==> config.mk <==
export PLATFORM = sky130hd
export DESIGN_NAME = bram_port_arbiter
export DESIGN_NICKNAME = d
export VERILOG_FILES = /design/src/rtl/bram_arb_pkg.sv /design/src/rtl/bram_addr_window.sv /design/src/rtl/bram_port_arbiter.sv
export SDC_FILE = /design/constraint.sdc
export NUM_CORES = 1
export LEC_CHECK = 0
export CELL_PAD_IN_SITES_DETAIL_PLACEMENT = 0
export CELL_PAD_IN_SITES_GLOBAL_PLACEMENT = 1
export CORE_MARGIN = 1
export CORE_UTILIZATION = 23
export CTS_CLUSTER_SIZE = 8
export DETAILED_ROUTE_END_ITERATION = 10
export HOLD_SLACK_MARGIN = 0.1
export PLACE_DENSITY_LB_ADDON = 0.05
export SLEW_MARGIN = 20
export SYNTH_ARGS = -nofsm -noshare
export SYNTH_HDL_FRONTEND = slang
export SYNTH_SLANG_ARGS = --single-unit
==> constraint.sdc <==
create_clock -name clk -period 3.1 [get_ports clk]
set_input_delay 0.31 -clock clk [delete_from_list [all_inputs] [get_ports clk]]
set_output_delay 0.31 -clock clk [all_outputs]
set_load 0.005 [all_outputs]
==> src/rtl/bram_arb_pkg.sv <==
// Shared definitions for the BRAM port arbiter: FSM encoding, master IDs and byte-enable constants.
package bram_arb_pkg;

    typedef enum logic [1:0] {
        ST_RUN      = 2'd0,
        ST_CLR_HOLD = 2'd1,
        ST_CLR_WAIT = 2'd2
    } arb_state_t;

    localparam logic       MID_M0  = 1'b0;
    localparam logic       MID_M1  = 1'b1;
    localparam logic [3:0] BE_NONE = 4'b0000;

endpackage

==> src/rtl/bram_addr_window.sv <==
// Rebases a requester byte address by the runtime memory offset and checks window/alignment.
module bram_addr_window #(
    parameter int MEM_DEPTH = 4096
) (
    input  logic [31:0] i_addr,
    input  logic [31:0] i_mem_offset,
    output logic [31:0] o_word_addr,
    output logic        o_in_window
);

    localparam logic [31:0] WIN_BYTES = 32'(4 * MEM_DEPTH);

    logic [31:0] w_off;

    // Subtraction wraps mod 2^32, so an address below the base is caught by the compare instead.
    assign w_off       = i_addr - i_mem_offset;
    assign o_word_addr = w_off & ~32'h3;
    assign o_in_window = (i_addr >= i_mem_offset) && (w_off < WIN_BYTES) && (i_addr[1:0] == 2'b00);

endmodule

==> src/rtl/bram_port_arbiter.sv <==
// Two-master arbiter in front of a single-port BRAM with offset rebasing and rstb-driven clear.
// Define BRAM_ARB_RR_EN for round-robin arbitration; default is fixed priority M1 over M0.
module bram_port_arbiter
    import bram_arb_pkg::*;
#(
    parameter int MEM_DEPTH = 4096,
    parameter int CLEAR_MIN = 2
) (
    input  logic        clk,
    input  logic        reset_n,
    input  logic [31:0] mem_offset,
    input  logic        m0_req,
    input  logic [31:0] m0_addr,
    input  logic        m0_we,
    input  logic [3:0]  m0_be,
    input  logic [31:0] m0_wdata,
    output logic        m0_gnt,
    output logic        m0_rvalid,
    output logic [31:0] m0_rdata,
    output logic        m0_err,
    input  logic        m1_req,
    input  logic [31:0] m1_addr,
    input  logic        m1_we,
    input  logic [3:0]  m1_be,
    input  logic [31:0] m1_wdata,
    output logic        m1_gnt,
    output logic        m1_rvalid,
    output logic [31:0] m1_rdata,
    output logic        m1_err,
    input  logic        clear_req,
    output logic        clear_done,
    output logic        bram_clkb,
    output logic        bram_enb,
    output logic        bram_rstb,
    output logic [3:0]  bram_web,
    output logic [31:0] bram_addrb,
    output logic [31:0] bram_dinb,
    input  logic [31:0] bram_doutb,
    input  logic        bram_rstb_busy,
    output arb_state_t  o_dbg_state
);

    // Handshake: mN_req is held until mN_gnt, which is combinational in the accepting cycle;
    // mN_rvalid follows exactly one cycle later and mN_err qualifies that response.

    arb_state_t  r_state, w_state_nxt;
    logic [7:0]  r_hold_cnt, w_hold_cnt_nxt;
    logic        r_rv0, r_rv1, r_err, r_clear_done, w_clear_done_nxt;
    logic        w_run, w_gnt0, w_gnt1, w_any, w_in_win;
    logic [31:0] w_waddr0, w_waddr1;
    logic        w_win0, w_win1;

    bram_addr_window #(.MEM_DEPTH(MEM_DEPTH)) u_win0 (
        .i_addr(m0_addr), .i_mem_offset(mem_offset), .o_word_addr(w_waddr0), .o_in_window(w_win0)
    );
    bram_addr_window #(.MEM_DEPTH(MEM_DEPTH)) u_win1 (
        .i_addr(m1_addr), .i_mem_offset(mem_offset), .o_word_addr(w_waddr1), .o_in_window(w_win1)
    );

    // Grants are forced low while reset is asserted even though requests may already be high.
    assign w_run = reset_n && (r_state == ST_RUN);

`ifdef BRAM_ARB_RR_EN
    logic r_prio;
    assign w_gnt0 = w_run && m0_req && (!m1_req || (r_prio == MID_M0));
    assign w_gnt1 = w_run && m1_req && (!m0_req || (r_prio == MID_M1));

    always_ff @(posedge clk or negedge reset_n) begin
        if (!reset_n)    r_prio <= MID_M0;
        else if (w_gnt0) r_prio <= MID_M1;
        else if (w_gnt1) r_prio <= MID_M0;
    end
`else
    assign w_gnt1 = w_run && m1_req;
    assign w_gnt0 = w_run && m0_req && !m1_req;
`endif

    assign w_any    = w_gnt0 || w_gnt1;
    assign w_in_win = w_gnt1 ? w_win1 : w_win0;

    assign m0_gnt     = w_gnt0;
    assign m1_gnt     = w_gnt1;
    assign bram_clkb  = clk;
    assign bram_enb   = w_any && w_in_win;
    assign bram_addrb = w_any ? (w_gnt1 ? w_waddr1 : w_waddr0) : 32'h0;
    assign bram_dinb  = w_any ? (w_gnt1 ? m1_wdata : m0_wdata) : 32'h0;
    assign bram_web   = !bram_enb ? BE_NONE :
                        w_gnt1 ? (m1_we ? m1_be : BE_NONE) : (m0_we ? m0_be : BE_NONE);
    assign bram_rstb  = (r_state == ST_CLR_HOLD);

    assign m0_rvalid  = r_rv0;
    assign m1_rvalid  = r_rv1;
    assign m0_err     = r_rv0 && r_err;
    assign m1_err     = r_rv1 && r_err;
    assign m0_rdata   = (r_rv0 && !r_err) ? bram_doutb : 32'h0;
    assign m1_rdata   = (r_rv1 && !r_err) ? bram_doutb : 32'h0;
    assign clear_done = r_clear_done;
    assign o_dbg_state = r_state;

    always_comb begin
        w_state_nxt      = r_state;
        w_hold_cnt_nxt   = r_hold_cnt;
        w_clear_done_nxt = 1'b0;
        case (r_state)
            ST_RUN: begin
                if (clear_req) begin
                    w_state_nxt    = ST_CLR_HOLD;
                    w_hold_cnt_nxt = 8'd0;
                end
            end
            ST_CLR_HOLD: begin
                if (r_hold_cnt >= 8'(CLEAR_MIN - 1)) w_state_nxt = ST_CLR_WAIT;
                else w_hold_cnt_nxt = r_hold_cnt + 8'd1;
            end
            ST_CLR_WAIT: begin
                if (!bram_rstb_busy) begin
                    w_state_nxt      = ST_RUN;
                    w_clear_done_nxt = 1'b1;
                end
            end
            default: w_state_nxt = ST_RUN;
        endcase
    end

    always_ff @(posedge clk or negedge reset_n) begin
        if (!reset_n) begin
            r_state      <= ST_RUN;
            r_hold_cnt   <= 8'd0;
            r_rv0        <= 1'b0;
            r_rv1        <= 1'b0;
            r_err        <= 1'b0;
            r_clear_done <= 1'b0;
        end else begin
            r_state      <= w_state_nxt;
            r_hold_cnt   <= w_hold_cnt_nxt;
            r_rv0        <= w_gnt0;
            r_rv1        <= w_gnt1;
            r_err        <= w_any && !w_in_win;
            r_clear_done <= w_clear_done_nxt;
        end
    end

endmodule

After elaboration in Yosys (flattened, before gate mapping). Index checks and enable logic that the tools add are counted.

$add $sub $neg: 3. Magnitude comparators: 5. Equality and inequality tests: 6. Mux-type cells: 20. Reduce and logical (&&, ||, !) cells: 24.

Operators with widths (count): $mux 32 (6); $ge 32x32->1 (2); $lt 32x15->1 const B (2); $sub 32x32->32 (2); $mux 4 (4); $mux 8 (2); $pmux 8 s2 (1); $logic_and 1x1->1 (14); $add 8x1->8 const B (1); $ge 8x1->1 const B (1); $logic_not 2->1 (3); $mux 2 (3); $ne 2x2->1 const B (3); $pmux 2 s3 (1); $reduce_and 3->1 (2); $logic_not 1->1 (3); $mux 1 (3); $eq 2x1->1 const B (1); $eq 2x2->1 const B (1); $ne 2x1->1 const B (1); $reduce_bool 2->1 (1); $logic_or 1x1->1 (1).

Register bits: 14. Output and inout port bits: 144. Word-level logic and storage cells: 64.

Logic depth before layout (Yosys ltp). Gate-level depths: netlist (run 1).

Depth after elaboration: 7. Depth in mapped cells: 13.

Cells and area by module. From an unflattened synthesis (run 1), not the netlist that was laid out.

Cell total of the unflattened synthesis: 984. Area, all modules: 6492.5 um2.

Modules (own cells, without submodules): bram_addr_window (instances 2, cells each 319, area an instance 2115.8 um2); bram_port_arbiter (instances 1, cells each 346, area an instance 2260.9 um2).

==> results.sh, run 1 <==
export IMPL_status="finished with violations"
export IMPL_violations="setup timing"
export IMPL_grt_pass1_vias=9146
export IMPL_ys_async_sr_fraction=1.000
export IMPL_die_w_microns=158.1
export IMPL_vias=8938
export IMPL_end_kind="output port"
export IMPL_seq_area_frac_synth=0.06253
export IMPL_cp_arrival_ps=3370
export IMPL_final_common_cell="buf_4"
export IMPL_min_period_ps=3679
export IMPL_synth_seq_cells=14
export IMPL_initial_core_util=0.2366
export IMPL_synth_avg_cell_area_sq_um=6.866
export IMPL_ioPinCount=352
export IMPL_drive_gt1_frac=0.4771
export IMPL_fp_coreArea_sq_mm=0.02368
export IMPL_critPathLaunchType="primary input"
export IMPL_tritoncts="done"
export IMPL_slew_headroom=0.5022
export IMPL_overflow=0
export IMPL_drv_slew=0
export IMPL_cp_cell_sequence="buf_8 > inv_8 > ha_4 > a211oi_4 > o211ai_1 > nor3_4 > buf_6 > o21ai_4 > buf_4 > nor3_2 > o22ai_2 > nor4_2 > nand4_1 > o32ai_2 > buf_4 > buf_6 > nor3b_4 > buf_2"
export IMPL_cts_hold_buf=0
export IMPL_vdd_drop_max_mv=0.2284
export IMPL_slowest_stage="nor4_2"
export IMPL_nNetsFinal=1785
export IMPL_fin_util=0.6078
export IMPL_area_delta_synth_final_pct=156.9
export IMPL_syn_cell_area_sq_mm=0.005603
export IMPL_synth_enable_flop_cells=0
export IMPL_dpl_hpwl_mm=28.27
export IMPL_port_buffer_count=349
export IMPL_timing_fmax_mhz=271.8
export IMPL_ys_warn_count=0
export IMPL_avgViaCountPerCell=4.887
export IMPL_grt_antenna_before_repair=1
export IMPL_grt_usage=0.2696
export IMPL_synth_cell_types=72
export IMPL_final_cell_mix="buf_4 (325), clkdlybuf4s50_1 (237), and2_1 (68)"
export IMPL_clock_latency_ps=360
export IMPL_max_cap_violations=0
export IMPL_clock_skew_ps=2.105
export IMPL_power_density_mw_per_mm2=289.1
export IMPL_worst_path_buf_inv=7
export IMPL_num_rows=56
export IMPL_synth_main_ff_cell="dfrtp_1"
export IMPL_hold_violations=0
export IMPL_drtPass1Iterations=4
export IMPL_worstSetupPathType="in2out"
export IMPL_routed_wl_mm=34.87
export IMPL_grt_max_degree=41
export IMPL_slowest_delay_ps=290
export IMPL_wire_per_inst_microns=19.06
export IMPL_path_max_fanout=5
export IMPL_grt_pass1_wl_mm=51.24
export IMPL_cpLargestDelayFamily="simple AND/OR/NAND/NOR gates"
export IMPL_tightest_slew_ps=741.8
export IMPL_die_h_microns=158.1
export IMPL_setup_viol=6
export IMPL_drc_errors=0
export IMPL_dp_slack_ps=-1589
export IMPL_worst_slack_ps=-579.3
export IMPL_clkTransAtPathRegs_ps=50
export IMPL_antenna_left=0
export IMPL_drt_iter0_markers=285
export IMPL_hold_class="in2async"
export IMPL_power_uw=4161
export IMPL_gp_congestion=0.8932
export IMPL_p_leak_uw=0.006133
export IMPL_rsz0062_at_grt="true"
export IMPL_dieArea_sq_mm=0.02499
export IMPL_reg2reg_slack_ps=920
export IMPL_cp_required_ps=2790
export IMPL_synth_cells=816
export IMPL_min_period_over_period=1.187
## worst paths after layout
kind | start | to | cells after the start
max | mem_offset[3] | bram_web[2] | 18
min | reset_n | r_hold_cnt[2] | 2
max reg2reg | o_dbg_state[1] | r_err | 13
min reg2reg | r_hold_cnt[5] | r_hold_cnt[5] | 1
max in group asynchronous | reset_n | o_dbg_state[1] | 2
min in group clk | r_hold_cnt[5] | r_hold_cnt[5] | 1
## synthesized netlist by cell type (3+ instances only)
| cell type | number | area (sq um) |
|---|---|---|
| a21oi_1 | 77 | 385.4 |
| and2_1 | 71 | 444.2 |
| nand2_1 | 70 | 262.8 |
| ha_1 | 67 | 838.3 |
| o21ai_0 | 52 | 260.3 |
| nor2_1 | 49 | 183.9 |
| inv_1 | 45 | 168.9 |
| a22o_1 | 37 | 324.1 |
| clkbuf_1 | 26 | 97.59 |
| xor2_1 | 23 | 201.4 |
| xnor2_1 | 21 | 183.9 |
| nand3_1 | 20 | 100.1 |
| nand4_1 | 19 | 118.9 |
| nor3_1 | 16 | 80.08 |
| o22ai_1 | 16 | 100.1 |
| nor2b_1 | 15 | 93.84 |
| dfrtp_1 | 14 | 350.3 |
| a31oi_1 | 13 | 81.33 |
| a21o_1 | 12 | 90.09 |
| o21a_1 | 12 | 90.09 |
| and3_1 | 10 | 62.56 |
| o211ai_1 | 9 | 67.56 |
| a211oi_1 | 8 | 60.06 |
| nand2b_1 | 8 | 50.05 |
| nor3b_1 | 8 | 60.06 |
| nor4_1 | 7 | 43.79 |
| o31ai_1 | 6 | 45.04 |
| mux2i_1 | 5 | 50.05 |
| o31a_1 | 5 | 43.79 |
| and4_1 | 4 | 35.03 |
| o32ai_1 | 4 | 35.03 |
| or2_2 | 4 | 25.02 |
| a2111oi_0 | 3 | 26.28 |
| a21boi_0 | 3 | 22.52 |
| buf_2 | 3 | 15.01 |
| buf_4 | 3 | 22.52 |
| nor4b_1 | 3 | 26.28 |
| o21ai_1 | 3 | 15.01 |
| o21bai_1 | 3 | 22.52 |
| o2bb2ai_1 | 3 | 26.28 |
| or3_1 | 3 | 18.77 |
## flip-flops by register name, indices dropped and copies added (netlist names)
| name | count |
|---|---|
| r_hold_cnt | 8 |
| m1_rvalid | 1 |
| m0_rvalid | 1 |
| clear_done | 1 |
| r_err | 1 |
| o_dbg_state | 2 |
## power breakdown
part	total (uW)	switching (uW)	internal, uW
Combinational	3410	1520	1900
Sequential	242	27.4	214
Clock	505	123	383
Total	4160	1670	2490
## area by class of cell
| type | count | area [sq um] |
|---|---|---|
| diodes | 1 | 2.502 |
| inverters | 46 | 197.7 |
| well taps | 319 | 399.1 |
| repair buffers | 716 | 6269 |
| fillers | 2157 | 9288 |
| flip-flops and latches | 14 | 350.3 |
| clock buffers | 8 | 173.9 |
| multi-input cells | 725 | 7003 |
## repair_timing
item                       in CTS  in global routing
setup buffers                  83                 13
resized for setup             589                 87
pin swaps                     181                 53
setup endpoints to repair      35                 26
## layer usage
| layer | vias up | wire length, microns | GRT usage |
|---|---|---|---|
| li1 | 4426 | - | - |
| met1 | 4244 | 14250 | 0.3170 |
| met2 | 230 | 17920 | 0.5045 |
| met3 | 38 | 1778 | 0.03148 |
| met4 | 0 | 922 | 0.08333 |
| met5 | - | 0 | 0 |
## cell families (layout without fill, tap and decap cells)
family                   count (synthesis)  after routing  synth area share
AO/OA/AOI/OAI                          292            292            0.3546
XOR/XNOR                                44             44           0.06878
adder cells (fa/ha/maj)                 67             67            0.1496
buffers and inverters                   78            770           0.05493
flip-flops                              14             14           0.06253
multiplexers                             5              5          0.008933
other                                    1              3         0.0006693
AND/OR/NAND/NOR                        315            315            0.2999
## metrics by stage
stage / instances / setup TNS (ps) / instance area [sq um] / hold slack [ps]
floorplan: 817 / 0 / 5648 / 14.41
global placement: 1733 / -25130 / 11560 / 483.3
detailed placement: 1733 / -25560 / 11560 / 492.8
CTS: 1821 / -2301 / 14110 / 304.2
global route: 1829 / -3687 / 14400 / 313.4
finish: 1829 / -2749 / 14400 / 293.6
## worst reg2reg max path, delay by kind of cell (launching register included)
| family | cells | cell delay (ps) |
|---|---|---|
| flops | 1 | 420 |
| simple gates | 5 | 650 |
| buf+inv | 6 | 840 |
| compound gates | 2 | 170 |
Power figures use the tool's default switching activity.
==> inputs of run 2 (changes only) <==
Settings changed: GPL_TIMING_DRIVEN from default to 0.
==> run 2 against run 1 <==
The flow still finishes with violations (setup timing). Cell area decreased by 13%. Register-to-register slack got worse by 120 ps. Via count decreased by 6.4%. Highest routed layer unchanged.
==> results.sh, run 2 (synthesis gave the netlist of run 1 again) <==
export IMPL_min_period_over_period=1.211
export IMPL_end_kind="output port"
export IMPL_gp_congestion=0.8526
export IMPL_antennaDiodeCount=0
export IMPL_rr_worst_depth=10
export IMPL_internal_power_uw=2109
export IMPL_overflow=0
export IMPL_slowest_stage="or4b_4"
export IMPL_place_area_sq_mm=0.009540
export IMPL_p_sw_uw=1541
export IMPL_cp_cell_sequence="buf_6 > inv_4 > buf_4 > ha_4 > a21o_4 > nor2_4 > a2111oi_4 > buf_4 > buf_4 > or4b_4 > nand4_1 > nand4_1 > nor4b_2 > nand4_1 > o32ai_4 > buf_6 > nor3b_2 > buf_2"
export IMPL_fp_coreArea_sq_mm=0.02368
export IMPL_clock_skew_ps=1.060
export IMPL_drv_slew=0
export IMPL_drt_iter0_markers=311
export IMPL_ioPinCount=352
export IMPL_p_leak_uw=0.005032
export IMPL_dpl_hpwl_mm=27.04
export IMPL_path_max_fanout=4
export IMPL_status="finished with violations"
export IMPL_power_frac_comb=0.802
export IMPL_hold_class="reg2reg"
export IMPL_port_buffer_count=349
export IMPL_grt_pass1_vias=8235
export IMPL_antenna_left=0
export IMPL_stdcell_count=1624
export IMPL_grt_antenna_before_repair=0
export IMPL_tightest_slew_ps=860.5
export IMPL_drtPass1Iterations=4
export IMPL_final_cell_mix="clkdlybuf4s50_1 (240), buf_4 (127), and2_1 (70)"
export IMPL_clkPwrFrac=0.130
export IMPL_worst_slack_ps=-654.5
export IMPL_clock_latency_ps=350
export IMPL_final_area_sq_mm=0.01254
export IMPL_die_h_microns=158.1
export IMPL_routed_wl_mm=33.78
export IMPL_grt_max_degree=15
export IMPL_setup_viol=12
export IMPL_grt_pass1_wl_mm=47.60
export IMPL_timing_fmax_mhz=266.4
export IMPL_clkTransAtPathRegs_ps=40
export IMPL_max_cap_violations=0
export IMPL_dp_cells=1485
export IMPL_wire_per_inst_microns=20.80
export IMPL_initial_core_util=0.2366
export IMPL_dieArea_sq_mm=0.02499
export IMPL_vdd_drop_max_mv=0.1488
export IMPL_drc_errors=0
export IMPL_reg2reg_slack_ps=800
export IMPL_hold_depth=1
export IMPL_worst_path_buf_inv=7
export IMPL_final_common_cell="clkdlybuf4s50_1"
export IMPL_min_period_ps=3754
export IMPL_drive_gt1_frac=0.3533
export IMPL_cp_arrival_ps=3440
export IMPL_rsz0062_at_grt="true"
export IMPL_grt_usage=0.2522
export IMPL_worstReg2RegEnd="r_err"
export IMPL_regMostFlops="r_hold_cnt"
export IMPL_whs_ps=496.0
export IMPL_violations="setup timing"
export IMPL_cp_required_ps=2790
export IMPL_switching_share=0.4222
export IMPL_critPathLaunchType="primary input"
export IMPL_die_w_microns=158.1
export IMPL_worstSetupPathType="in2out"
export IMPL_power_density_mw_per_mm2=291.1
export IMPL_vias=8364
export IMPL_slowest_delay_ps=470
export IMPL_tritoncts="done"
export IMPL_largest_reg_flops=8
export IMPL_hold_violations=0
export IMPL_slew_headroom=0.4251
export IMPL_num_rows=56
export IMPL_nNetsFinal=1582
export IMPL_area_delta_synth_final_pct=123.8
export IMPL_holdPathEnd="r_hold_cnt[4]"
export IMPL_hp_start="r_hold_cnt[4]"
export IMPL_setup_tns_ps=-4074
export IMPL_timing_rr_start="o_dbg_state[0]"
export IMPL_cpLargestDelayFamily="simple AND/OR/NAND/NOR gates"
export IMPL_avgViaCountPerCell=5.150
export IMPL_power_uw=3649
export IMPL_pwr_share_seq=0.068
==> run 2: cell types whose count changed in the layout (fill, tap and decap cells not counted), moves of 5 or more <==
cell	change
dlygate4sd2_1	+7
nand2_2	-8
buf_6	-27
o21ai_4	+7
a21oi_2	-12
inv_2	+5
inv_4	-5
clkbuf_2	+5
clkdlybuf4s15_2	-5
nand2_1	+7
a21oi_1	+8
buf_4	-198
clkbuf_1	+11
==> run 2: worst max path at each step <==
stage,startpoint,endpoint,slack (ps),cells past startpoint
global route,mem_offset[3],bram_web[0],-810,16
CTS,mem_offset[3],bram_web[2],-520,15
finish,mem_offset[3],bram_web[2],-650,18
detailed placement,mem_offset[24],bram_web[2],-2330,14
global placement,mem_offset[24],bram_web[2],-2370,14
floorplan,mem_offset[25],bram_web[0],8,13
==> run 2: power groups by stage <==
stage,Sequential (uW),Combinational (uW),Clock [uW]
3_3_place_gp,244,2190,45.0
2_1_floorplan,240,1090,20.9
3_5_place_dp,245,2180,45.0
6_report,247,2930,475
4_1_cts,248,2790,488
5_1_grt,253,3130,499
==> run 2: repair_timing <==
action,CTS,global route
gates resized for setup,560,78
endpoints found under the setup margin,71,58
endpoints found under the hold margin,14,0
pin swaps,162,40
hold buffers,1,0
cloned,0,0
buffers inserted,113,24
==> run 2: through the flow <==
| step | utilization | setup WS, ps |
|---|---|---|
| 5_1_grt | 0.5294 | -808.8 |
| 2_1_floorplan | - | 7.792 |
| 6_report | 0.5294 | -654.5 |
| 3_5_place_dp | 0.4028 | -2329 |
| 3_3_place_gp | 0.4028 | -2372 |
| 4_1_cts | 0.5140 | -524.4 |
==> run 2: worst register-to-register path, cell delays in order (launching register included) <==
cell and delay (ps):
dfrtp_1 440, nor3b_4 270, buf_4 170, nand2_4 100, inv_1 100, o2111a_1 170
nand4_1 150, o32ai_4 420, buf_4 190, buf_4 90, nor2_1 40
==> run 2: layout make-up <==
class / count / area (sq um)
Inverter: 46 / 177.7
Fill cell: 2342 / 11150
Timing Repair Buffer: 486 / 4379
Sequential cell: 14 / 350.3
Tap cell: 319 / 399.1
Clock buffer: 7 / 160.2
Multi-Input combinational cell: 725 / 6907
Buffer: 27 / 163.9
==> run 2: metal layers <==
layer  up-vias  part of all wire  global-route usage
met3        40             0.056             0.02546
li1       4039                 -                   -
met1      4005              0.40              0.2893
met5         -                 0                   0
met2       280              0.52              0.4871
met4         0             0.027             0.07189
